===== src/rtl/prim_skid_pkg.sv =====
// Shared types and constants for the two-entry ready/valid skid register slice.
package prim_skid_pkg;

   // Occupancy of the slice: nothing held, main held, or main and skid both held.
   typedef enum logic [1:0] {
      SkidEmpty = 2'b00,
      SkidBusy  = 2'b01,
      SkidFull  = 2'b10
   } skid_state_e;

   // Number of beats the slice can hold.
   localparam int unsigned SkidDepth = 2;

endpackage


===== src/rtl/prim_skid_reg.sv =====
// Two-entry ready/valid register slice. valid_o and ready_o both come straight from
// flops, so the slice breaks the forward and the backward combinational paths while
// still sustaining one beat per cycle. data_o is always the main register; the skid
// register only catches the beat that was accepted while downstream stalled.
module prim_skid_reg
   import prim_skid_pkg::*;
#(
   parameter int unsigned       Width      = 32,
   parameter logic [Width-1:0]  ResetValue = '0
) (
   input  logic             clk_i,
   input  logic             rst_ni,
   input  logic             valid_i,
   output logic             ready_o,
   input  logic [Width-1:0] data_i,
   output logic             valid_o,
   input  logic             ready_i,
   output logic [Width-1:0] data_o
);

   skid_state_e      state_q, state_d;
   logic             ready_q;
   logic [Width-1:0] main_q, skid_q;
   logic             main_en, skid_en, main_from_skid;
   logic             in_xfer, out_xfer;

   assign valid_o  = (state_q != SkidEmpty);
   assign ready_o  = ready_q;
   assign data_o   = main_q;
   assign in_xfer  = valid_i & ready_q;
   assign out_xfer = valid_o & ready_i;

   // Next occupancy and data register enables from the two handshakes.
   always_comb begin
      state_d        = state_q;
      main_en        = 1'b0;
      skid_en        = 1'b0;
      main_from_skid = 1'b0;
      case (state_q)
         SkidEmpty: begin
            if (in_xfer) begin
               state_d = SkidBusy;
               main_en = 1'b1;
            end
         end
         SkidBusy: begin
            if (in_xfer && out_xfer) begin
               main_en = 1'b1;
            end else if (in_xfer) begin
               state_d = SkidFull;
               skid_en = 1'b1;
            end else if (out_xfer) begin
               state_d = SkidEmpty;
            end
         end
         SkidFull: begin
            if (out_xfer) begin
               state_d        = SkidBusy;
               main_en        = 1'b1;
               main_from_skid = 1'b1;
            end
         end
         default: begin
            state_d = SkidEmpty;
         end
      endcase
   end

   // Occupancy and the registered ready; ready stays low through reset and rises one edge later.
   always_ff @(posedge clk_i or negedge rst_ni) begin
      if (!rst_ni) begin
         state_q <= SkidEmpty;
         ready_q <= 1'b0;
      end else begin
         state_q <= state_d;
         ready_q <= (state_d != SkidFull);
      end
   end

   // Payload registers; main refills from the skid entry when a stalled pair drains.
   always_ff @(posedge clk_i or negedge rst_ni) begin
      if (!rst_ni) begin
         main_q <= ResetValue;
         skid_q <= ResetValue;
      end else begin
         if (main_en) begin
            main_q <= main_from_skid ? skid_q : data_i;
         end
         if (skid_en) begin
            skid_q <= data_i;
         end
      end
   end

   // Upstream must hold a stalled beat unchanged until it is taken.
   input_stable_a : assert property (@(posedge clk_i) disable iff (!rst_ni)
      (valid_i && !ready_o) |=> (valid_i && $stable(data_i)));

   // A beat offered downstream stays put until it is taken.
   output_stable_a : assert property (@(posedge clk_i) disable iff (!rst_ni)
      (valid_o && !ready_i) |=> (valid_o && $stable(data_o)));

   // A full slice never advertises room.
   full_not_ready_a : assert property (@(posedge clk_i) disable iff (!rst_ni)
      (state_q == SkidFull) |-> !ready_o);

   // Outputs never go unknown once out of reset.
   known_outputs_a : assert property (@(posedge clk_i) disable iff (!rst_ni)
      !$isunknown({valid_o, ready_o, data_o}));

   // The unused encoding must never be entered.
   legal_state_a : assert property (@(posedge clk_i) disable iff (!rst_ni)
      state_q != 2'b11);

endmodule


===== config.mk =====
export PLATFORM = sky130hd
export DESIGN_NAME = prim_skid_reg
export DESIGN_NICKNAME = d
export VERILOG_FILES = /design/src/rtl/prim_skid_pkg.sv /design/src/rtl/prim_skid_reg.sv
export SDC_FILE = /design/constraint.sdc
export NUM_CORES = 1
export LEC_CHECK = 0
export CAP_MARGIN = 25
export CELL_PAD_IN_SITES_DETAIL_PLACEMENT = 0
export CELL_PAD_IN_SITES_GLOBAL_PLACEMENT = 1
export CORE_ASPECT_RATIO = 0.5
export CORE_UTILIZATION = 45
export CTS_CLUSTER_DIAMETER = 60
export DETAILED_ROUTE_END_ITERATION = 8
export MAX_ROUTING_LAYER = met4
export PLACE_DENSITY = 0.9
export SLEW_MARGIN = 20
export SYNTH_ARGS = -nofsm -noshare
export SYNTH_HDL_FRONTEND = slang
export SYNTH_SLANG_ARGS = --single-unit

===== constraint.sdc =====
create_clock -name clk_i -period 2.8 [get_ports clk_i]
set_input_delay 0.28 -clock clk_i [delete_from_list [all_inputs] [get_ports clk_i]]
set_output_delay 0.28 -clock clk_i [all_outputs]
set_load 0.02 [all_outputs]

==> results.toml <==
[flow_run]
maxCapViolCount = 0

[global_route]
gr-usage-all-layers_pct = 17.0
grt_pass1_wl_um = 8960
grt_antenna_before_repair = 0
first_global_vias = 1823
grt_overflow_total = 0
largest_net_degree_at_the_start_of_global_routing = 61

[pwr]
clockPowerShare_pct = 22.9
cell_internal_pwr_mw = 3.40
net-switching-power_mw = 1.45
share_seq_of_total_power_pct = 35.9
ir_worst_vdd_mv = 0.416
static-leakage-power_nw = 1.96
sw_frac_of_total_pct = 29.8
powerDensity_nw_per_um2 = 1140
combinationalPowerShare_pct = 41.1

[floorplan]
fp.coreArea_sq_um = 6750
start_util_pct = 47.2
io_pins = 70
row_count = 21
die_area_sq_um = 7440
die_x_um = 121
die_y_um = 61.5

[timing]
setup_viol = 0
setup-tns-final_ns = 0
fin_worst_skew_ns = 0.00556
finalHoldWorstSlack_ns = 0.335
max_clock_freq_mhz = 514
rsz0062_at_grt = "no"
timing.max_slew.rel_slack_pct = 73.5
timing_max_transition_violations_final = 0
post-route-min-period_ns = 1.95
final-hold-violation-count = 0
final_critical_path_share_of_the_clock_period_pct = 69.5
worstMarginPinSlew_ns = 0.398

[clock_tree]
clkSinkCount = 67
htreeDepth = 3
cts-root-buf = "sky130_fd_sc_hd__clkbuf_16"
tritoncts_clock_tree = "built"
post_cts_resized = 0
insertion_delay_ns = 0.32
cts_max_path_bufs = 2
cts-buffers-inserted = 9
clk_pin_slew_ns = 0.05

[critical_path]
reg2reg_from = "state_q[1]$_DFF_PN0_"
worst-setup-path-type = "flip-flop to output pin"
crit_start = "state_q[1]$_DFF_PN0_"
critPathArrivalTime_ns = 1.67
crit_path_top_delay_cell = "sky130_fd_sc_hd__clkdlybuf4s50_1"
cp.required_ns = 2.52
worstPathCellList = "or2_1 -> clkdlybuf4s50_1"
timing.critical_path.slowest_cell_delay_ns = 0.63
end_kind = "output pin"
critPathLaunchType = "flip-flop"
crit_path_max_fanout = 6

[outcome]
outcome = "complete, no violations"

[route]
post_drt_wl_per_cell_um = 16.0
number_of_antenna_violating_nets_in_the_routed_design = 0
remaining_drc_errors = 0
via_count = 1755
detail_route.first_pass.iterations = 4
totalWireLength_um = 5720
avgViaCountPerCell = 4.90
detail_route.iter0.violations = 72

[placed_design]
dpl_cell_area_sq_um = 3970
buffer_ports.inserted = 69
place_inst = 342
globalplace.congestion = 0.737
dp.final_hpwl_um = 3830

[synth]
cell_types_with_the_largest_area_share_after_synthesis = "sky130_fd_sc_hd__dfrtp_1, sky130_fd_sc_hd__mux2_4, sky130_fd_sc_hd__mux2_2, sky130_fd_sc_hd__buf_6, sky130_fd_sc_hd__buf_4"
combined_area_of_all_synthesized_cells_sq_um = 3190
yosysUniqueCellTypes = 18
ys.warnings.count = 0
postSynthRegisterBits = 67
synth.net_count = 220
syn_area_per_cell_sq_um = 17.3
synthDominantCellAreaShare_pct = 52.6
yosysTopAreaCell = "sky130_fd_sc_hd__dfrtp_1"
netlist_instances = 184
post_synthesis_sequential_area_ratio_pct = 52.6

[finish]
n_antenna_cell = 0
nets_final = 298
area.growth.synth_to_final_pct = 34.1
final_design_area_no_fill_sq_um = 4270
final_layout_size_suffix_gt1_share_pct = 44.7
final_cells = 358

[hold_path]
holdCritPathClass = "primary input to async pin"
-- final timing paths --
path	cells past startpoint	slack (ns)	to
worst max register to register	4	0.93	data_o[14]$_DFFE_PN0P_
min in group clk_i	1	0.50	skid_q[2]$_DFFE_PN0P_
max in group asynchronous	3	1.89	skid_q[13]$_DFFE_PN0P_
worst min register to register	1	0.50	skid_q[2]$_DFFE_PN0P_
worst max-delay path	2	0.85	valid_o
worst min-delay path	2	0.33	skid_q[18]$_DFFE_PN0P_
-- cell type report --
| cell class | count | area [sq um] |
|---|---|---|
| fillers | 498 | 2480 |
| flip-flops and latches | 67 | 1680 |
| multi-input cells | 108 | 1420 |
| repair buffers | 76 | 766 |
| clock buffers | 13 | 260 |
| well taps | 92 | 115 |
| clock inverters | 2 | 35.0 |
-- cell usage after synthesis --
library cell               instances
sky130_fd_sc_hd__dfrtp_1          67
sky130_fd_sc_hd__mux2_4           58
sky130_fd_sc_hd__mux2_2           37
sky130_fd_sc_hd__buf_6             6
sky130_fd_sc_hd__buf_4             3
sky130_fd_sc_hd__mux2_1            1
sky130_fd_sc_hd__mux2i_1           1
sky130_fd_sc_hd__nand2_1           1
sky130_fd_sc_hd__nand3b_4          1
sky130_fd_sc_hd__nand4b_1          1
sky130_fd_sc_hd__nor2_1            1
sky130_fd_sc_hd__nor2b_1           1
sky130_fd_sc_hd__nor3b_1           1
sky130_fd_sc_hd__nor3b_4           1
sky130_fd_sc_hd__o211ai_4          1
sky130_fd_sc_hd__o221ai_1          1
sky130_fd_sc_hd__or2_1             1
sky130_fd_sc_hd__or2_2             1
-- metal layers --
metal  GRT usage (%)  wire (um)
met2            28.3       2830
met5               -          0
met1            20.0       2610
met3            4.72        197
met4            7.41         80
-- timing repair --
action | in CTS | in global routing
endpoints found under the setup margin | 0 | 0
buffers inserted | 0 | 0
hold buffers | 1 | 0
endpoints found under the hold margin | 7 | 0
-- logic make-up after synthesis --
logic type	synth area share (%)
muxes	41.1
DFF	52.6
and+or+nand+nor	2.55
buffers and inverters	2.83
AOI/OAI and AO/OA	0.942
-- cell usage in the layout, fill, tap and decap left out, types with 2 or more instances in the layout --
master / n
sky130_fd_sc_hd__buf_12: 2
sky130_fd_sc_hd__clkbuf_16: 9
sky130_fd_sc_hd__mux2_4: 58
sky130_fd_sc_hd__dfrtp_1: 67
sky130_fd_sc_hd__clkbuf_8: 2
sky130_fd_sc_hd__mux2_2: 37
sky130_fd_sc_hd__clkbuf_1: 2
sky130_fd_sc_hd__clkdlybuf4s50_1: 68
sky130_fd_sc_hd__buf_4: 4
-- critical path, delay by kind of cell, from the launching register on --
family	cells	cell delay [ns]
AND/OR/NAND/NOR	1	0.23
flip-flops	1	0.48
buffers and inverters	1	0.63
-- through the flow --
step | setup WS [ns] | util, % | total power [mW]
3_3_place_gp | 0.561 | 58.8 | 3.70
4_1_cts | 0.832 | 63.3 | 4.91
5_1_grt | 0.763 | 63.3 | 5.10
3_5_place_dp | 0.532 | 58.8 | 3.77
6_report | 0.854 | 63.3 | 4.85
2_1_floorplan | 1.10 | - | 3.03
-- power groups by stage --
stage               registers (mW)  logic (mW)  clock network [mW]
detailed placement            1.76        2.02                   0
global route                  1.81        2.11                1.18
CTS                           1.75        2.02                1.14
floorplan                     1.99        1.04                   0
finish                        1.74        2.00                1.11
global placement              1.73        1.97                   0
-- flip-flops by register name (all words and copies together) (netlist names) --
register / flops
skid_q: 32
data_o: 32
ready_o: 1
state_q: 2
(Power assumes the default switching activity.)
